File: config.mk
export PLATFORM = sky130hd
export DESIGN_NAME = named_genblk_fifo
export DESIGN_NICKNAME = d
export VERILOG_FILES = /design/src/rtl/named_genblk_pkg.sv /design/src/rtl/named_genblk_ptr.sv /design/src/rtl/named_genblk_fifo.sv
export SDC_FILE = /design/constraint.sdc
export NUM_CORES = 1
export LEC_CHECK = 0
export BUFFER_PORTS_ARGS = -buffer_cell sky130_fd_sc_hd__buf_4
export CORE_UTILIZATION = 53
export DETAILED_ROUTE_END_ITERATION = 10
export PLACE_DENSITY = 0.8
export SETUP_SLACK_MARGIN = 0.1
export SLEW_MARGIN = 20
export SYNTH_ARGS = -nofsm -noshare
export SYNTH_HDL_FRONTEND = slang
export SYNTH_SLANG_ARGS = --single-unit
File: constraint.sdc
create_clock -name clk -period 3.2 [get_ports clk]
set_input_delay 0.32 -clock clk [delete_from_list [all_inputs] [get_ports clk]]
set_output_delay 0.32 -clock clk [all_outputs]
set_load 0.02 [all_outputs]
File: src/rtl/named_genblk_pkg.sv
// Shared constants and helpers for the named-genblk FIFO: depth selection and pointer sizing.
package named_genblk_pkg;

  localparam int CNT_W = 3;

  typedef logic [31:0] depth_word_t;

  function automatic int depth_of(input int p);
    case (p)
      1:       return 2;
      2:       return 3;
      3:       return 5;
      default: return 7;
    endcase
  endfunction

  // Narrowest pointer that can address every entry of a d-deep store.
  function automatic int ptr_bits(input int d);
    return (d > 1) ? $clog2(d) : 1;
  endfunction

endpackage

File: src/rtl/named_genblk_ptr.sv
// Modulo-DEPTH pointer: advances by one on inc and wraps DEPTH-1 -> 0 (works for non-power-of-2 depths).
module named_genblk_ptr
  import named_genblk_pkg::*;
#(
  parameter int DEPTH = 2,
  parameter int W     = ptr_bits(DEPTH)
) (
  input  logic         clk,
  input  logic         rst,
  input  logic         inc,
  output logic [W-1:0] ptr
);

  localparam logic [W-1:0] LAST = W'(DEPTH - 1);

  always_ff @(posedge clk) begin
    if (rst) begin
      ptr <= '0;
    end else if (inc) begin
      ptr <= (ptr == LAST) ? '0 : ptr + 1'b1;
    end
  end

endmodule

File: src/rtl/named_genblk_fifo.sv
// Valid/ready FIFO whose depth (2/3/5/7) is picked by P through named generate blocks;
// flags a sticky error when the upstream depth word disagrees with the elaborated depth.
module named_genblk_fifo
  import named_genblk_pkg::*;
#(
  parameter int P     = 0,
  parameter int WIDTH = 8
) (
  input  logic             clk,
  input  logic             rst,
  input  depth_word_t      cfg_depth,
  input  logic             in_valid,
  output logic             in_ready,
  input  logic [WIDTH-1:0] in_data,
  output logic             out_valid,
  input  logic             out_ready,
  output logic [WIDTH-1:0] out_data,
  output logic [CNT_W-1:0] count,
  output depth_word_t      capacity,
  output logic             depth_err
);

  localparam int DEPTH = depth_of(P);
  localparam int PTR_W = ptr_bits(DEPTH);

  logic             push;
  logic             pop;
  logic [PTR_W-1:0] wr_ptr;
  logic [PTR_W-1:0] rd_ptr;
  logic [WIDTH-1:0] head_dat;

  // Handshake readiness depends only on registered count, never on out_ready.
  assign in_ready  = (count != CNT_W'(DEPTH));
  assign out_valid = (count != '0);
  assign push      = in_valid & in_ready;
  assign pop       = out_valid & out_ready;
  assign out_data  = out_valid ? head_dat : '0;

  named_genblk_ptr #(.DEPTH(DEPTH), .W(PTR_W)) u_wr_ptr (
    .clk (clk),
    .rst (rst),
    .inc (push),
    .ptr (wr_ptr)
  );

  named_genblk_ptr #(.DEPTH(DEPTH), .W(PTR_W)) u_rd_ptr (
    .clk (clk),
    .rst (rst),
    .inc (pop),
    .ptr (rd_ptr)
  );

  always_ff @(posedge clk) begin
    if (rst) begin
      count <= '0;
    end else if (push && !pop) begin
      count <= count + 1'b1;
    end else if (pop && !push) begin
      count <= count - 1'b1;
    end
  end

  always_ff @(posedge clk) begin
    if (rst) begin
      depth_err <= 1'b0;
    end else if (cfg_depth != depth_word_t'(DEPTH)) begin
      depth_err <= 1'b1;
    end
  end

  // Per-depth storage; vld marks occupied entries so stale data never reaches the head.
  if (P == 1) begin : blk1
    localparam int N = 2;
    logic             vld [N];
    logic [WIDTH-1:0] mem [N];
    always_ff @(posedge clk) begin
      if (rst) begin
        for (int i = 0; i < N; i++) vld[i] <= 1'b0;
      end else begin
        if (pop) vld[rd_ptr] <= 1'b0;
        if (push) begin
          vld[wr_ptr] <= 1'b1;
          mem[wr_ptr] <= in_data;
        end
      end
    end
    assign head_dat = vld[rd_ptr] ? mem[rd_ptr] : '0;
  end else if (P == 2) begin : blk2
    localparam int N = 3;
    logic             vld [N];
    logic [WIDTH-1:0] mem [N];
    always_ff @(posedge clk) begin
      if (rst) begin
        for (int i = 0; i < N; i++) vld[i] <= 1'b0;
      end else begin
        if (pop) vld[rd_ptr] <= 1'b0;
        if (push) begin
          vld[wr_ptr] <= 1'b1;
          mem[wr_ptr] <= in_data;
        end
      end
    end
    assign head_dat = vld[rd_ptr] ? mem[rd_ptr] : '0;
  end else if (P == 3) begin : blk3
    localparam int N = 5;
    logic             vld [N];
    logic [WIDTH-1:0] mem [N];
    always_ff @(posedge clk) begin
      if (rst) begin
        for (int i = 0; i < N; i++) vld[i] <= 1'b0;
      end else begin
        if (pop) vld[rd_ptr] <= 1'b0;
        if (push) begin
          vld[wr_ptr] <= 1'b1;
          mem[wr_ptr] <= in_data;
        end
      end
    end
    assign head_dat = vld[rd_ptr] ? mem[rd_ptr] : '0;
  end else begin : blk4
    localparam int N = 7;
    logic             vld [N];
    logic [WIDTH-1:0] mem [N];
    always_ff @(posedge clk) begin
      if (rst) begin
        for (int i = 0; i < N; i++) vld[i] <= 1'b0;
      end else begin
        if (pop) vld[rd_ptr] <= 1'b0;
        if (push) begin
          vld[wr_ptr] <= 1'b1;
          mem[wr_ptr] <= in_data;
        end
      end
    end
    assign head_dat = vld[rd_ptr] ? mem[rd_ptr] : '0;
  end

  // Capacity is read back from the elaborated flag array rather than recomputed.
  if (P == 1) begin : cap1
    assign capacity = $bits(blk1.vld);
  end else if (P == 2) begin : cap2
    assign capacity = $bits(blk2.vld);
  end else if (P == 3) begin : cap3
    assign capacity = $bits(blk3.vld);
  end else begin : cap4
    assign capacity = $bits(blk4.vld);
  end

endmodule
==> results <==
- The run finished with clean final reports.
- In this run the critical register-to-register path is launched from count[0].
- The number of maximum-capacitance constraint violations is 0.
- In this run the post-CTS setup repair buffer count came out at 0.
- The synthesized instance count is 260.
- The root buffer cell chosen for the clock tree is clkbuf_8.
- Routability-driven placement finished with a final weighted congestion of 0.8332.
- The number of placement rows is 29.
- The final-layout setup total negative slack is 0 ns.
- The analysis attributes to cell leakage a power of 1.500 nW.
- The count of inserted antenna diode cells is 0.
- The cell area after placement is 3861 µm².
- The number of buffers on the longest clock path is 2.
- The clock reaches the later pin of the worst-skew pair after 0.35 ns.
- Measured in cells, the most critical reg-to-reg path has a length of 10.
- The critical setup path kind is register to output port.
- Dividing total power by cell area gives a power density of 629.4 nW/µm².
- The number of nets in the layout is 367.
- Summing the areas of all xor and xnor instances in the mapped netlist gives 0.5000% of the synthesized area.
- For the pin with the worst max-slew slack, the measured transition is 0.8846 ns.
- In the final layout, flip-flops and latches occupy 2082 µm².
- For the worst setup path, the data arrival time is 2.18 ns.
- The post-CTS clock slew at the launch and capture registers of the worst setup and hold paths is 0.07 ns.
- The number of top-level pins is 90.
- Clock tree synthesis found a total of 76 sinks.
- The total overflow reported by the global router is 0.
- The type of the worst min-delay path is input port to register.
- The depth of the CTS H-tree is 3.
- The count of final max-slew check failures is 0.
- After Yosys synthesis, full adders, half adders and majority gates account for 0.9286% of the synthesized area.
- The die boundary width is 83.30 µm.
- The number of port buffers is 57.
- The number of DRC markers after the initial detailed-route iteration is 166.
- The post-detailed-route wirelength per cell is 16.97 µm.
- After synthesis, the share of cell area in mux cells is 9.571%.
- The final setup violation count is 0.
- Detailed routing inserted a total of 2286 vias.
- The share of flip-flops with an asynchronous set or reset is 0%.
- The number of global-route vias before repair was 2231.
- The number of nets with antenna violations after routing is 0.
- The maximum fanout encountered on the critical timing path is 9.
- The maximum operating frequency is 0.3992 GHz.
- The post-synthesis register bit count is 76.
- The standard cell core area is 6350 µm².
- The area of the die is 6939 µm².
- The post-synthesis cell area is 3503 µm².
- The number of buffers inserted during clock tree synthesis is 9.
- STA classifies the critical path startpoint as a register.
- The worst hold path terminates at blk4.mem[4][4].
- The synthesized netlist devotes 10.07% of its cell area to compound gates.
- The post-DP HPWL is 4679 µm.
- In the layout the commonest cells are 62 x buf_4, 56 x edfxtp_1, 32 x conb_1.
- Hold is met by 0.1960 ns.
- After clock tree synthesis, the flow added hold-fix buffers numbering 0.
- The fraction of the mapped netlist area in simple logic gates is 9.286%.
- The final period demand of the worst path is 2.505 ns.
- The first global-routing pass estimated 10830 µm of wire.
- The layout has 469 filler cells.
- The largest family of logic cells by synthesized area is compound AO/OA/AOI/OAI gates.
- Summing all multi-input logic gate instances after layout gives 1184 µm².
- The minimum setup slack among reg-to-reg paths is 0.89 ns.
- The total iterations of the first detailed-routing run is 5.
- The floorplan step set the die height to 83.30 µm.
- The TritonCTS clock tree is built.
- Setup repair after global routing left no endpoint under its margin.
- The final layout contains routed wiring with a total length of 6838 µm.
- The startpoint identified for the worst hold timing path is in_data[4].
- Counting flops with a built-in enable in the synthesized netlist gives 56.
- The initial antenna violation count was 0.
- STA puts the critical path data required time at 2.88 ns.
- The most used flip-flop cell after synthesis is edfxtp_1.
- The synthesized area per cell is 13.47 µm².
- Of the available clock period, the critical path in the final layout requires 78.27%.
- The detailed-route DRC error count is 0.
- The area growth from synthesis to final layout is 16.21%.
- The endpoint class of the critical path is an output port.
- Counting instances, the worst hold path has a depth of 1.
- The starting utilization of the core area is 55.17%.
- Entering global routing, the biggest net connects 19 pins.
- The unique cell type count in the Yosys netlist is 44.
- The worst max-slew margin expressed relative to the limit is 40.81%.
- For this run, the number of Yosys warnings is 0.
- The worst setup skew after layout is 0.007025 ns.
- The via-per-instance ratio is 5.672.
- Global routing used 20.80% of the available tracks across all layers.
- The share of synthesized area occupied by flip-flops and latches is 59.43%.
- The number of endpoints with negative hold slack in the final report is 0.
- The leading cell type in the layout, fill and taps excluded is buf_4.
- Across the VDD grid, the largest voltage drop is 0.3318 mV.
- The worst register-to-register path ends at count[2].
- The cell area after layout is 4071 µm².
- Gates resized during post-CTS repair numbered 0.
- The post-route netlist has 28.22% of its cells at a drive strength greater than 1.
-- cell usage after synthesis (2+ instances only) --
master / count / area, µm²
a211oi_1: 8 / 60.06
a21oi_1: 8 / 40.04
buf_2: 2 / 10.01
buf_4: 35 / 262.8
clkbuf_1: 2 / 7.510
conb_1: 2 / 7.510
dfxtp_1: 20 / 400.4
edfxtp_1: 56 / 1682
inv_1: 9 / 33.78
mux2_2: 10 / 112.6
mux2i_1: 2 / 20.02
mux4_1: 6 / 157.7
mux4_2: 2 / 45.04
nand2_1: 4 / 15.01
nand2b_1: 18 / 112.6
nand3_1: 2 / 10.01
nand4_1: 4 / 25.02
nor2_1: 12 / 45.04
nor2b_1: 2 / 12.51
nor4_1: 7 / 43.79
o211ai_1: 9 / 67.56
o21ai_0: 8 / 40.04
o21ai_1: 2 / 10.01
o311ai_0: 5 / 43.79
o31ai_1: 2 / 15.01
o41ai_1: 2 / 17.52
or3_1: 3 / 18.77
xor2_1: 2 / 17.52
-- worst max-delay path: stages (launching register included) --
cell and delay, ns:
dfxtp_1 0.66, buf_4 0.29, mux4_1 0.56, nand2b_1 0.09, a211oi_1 0.06, buf_4 0.18
-- cell type report --
type | count | area share (%)
Timing Repair Buffer | 62 | 11.43
Sequential cell | 76 | 51.14
Multi-Input combinational cell | 163 | 29.07
Clock buffer | 11 | 3.227
Clock inverter | 5 | 1.936
Tap cell | 77 | 2.366
Inverter | 9 | 0.8297
-- how the worst max path moves through the flow --
stage              from              to  cells past startpoint
3_5_place_dp   count[1]        count[2]                     10
5_1_grt        register     out_data[7]                      5
3_3_place_gp   count[0]        count[2]                      8
6_report       register     out_data[0]                      5
2_1_floorplan  count[0]  blk4.mem[4][0]                      4
4_1_cts        register     out_data[0]                      5
-- per-layer routing --
metal | share of wire [%] | vias up | global-route usage, %
met5 | 0 | - | 0
li1 | - | 1047 | -
met1 | 39 | 1105 | 24.34
met4 | 1.9 | 0 | 9.718
met2 | 52 | 119 | 35.77
met3 | 6.6 | 15 | 5.368
-- metrics by stage --
stage          util, %  setup slack, ns  power [mW]  instances
6_report         64.12           0.6953       2.563        403
5_1_grt          64.12           0.5718       2.673        403
4_1_cts          64.12           0.6568       2.575        403
3_5_place_dp     60.81           0.9743       1.813        387
3_3_place_gp     60.81            1.029       1.794        387
2_1_floorplan        -           0.8783       1.637        290
-- where the power goes --
| group | internal [mW] | total [mW] | switching (mW) |
|---|---|---|---|
| logic | 0.273 | 0.604 | 0.331 |
| registers | 1.10 | 1.19 | 0.0872 |
| clock network | 0.438 | 0.769 | 0.330 |
-- cells by family after synthesis --
kind of cell               after synthesis
xor gates and xnor gates                 2
muxes                                   20
adders and majority gates                2
DFF                                     76
buffers and inverters                   51
and+or+nand+nor                         57
AOI/OAI and AO/OA                       50
other                                    2
-- flip-flops by register name (all words and copies together), names as in the netlist, named ones only --
name,cells
blk4.mem,56
u_rd_ptr.ptr,3
depth_err,1
u_wr_ptr.ptr,3
count,3
blk4.vld,7
Power figures use the tool's default switching activity.
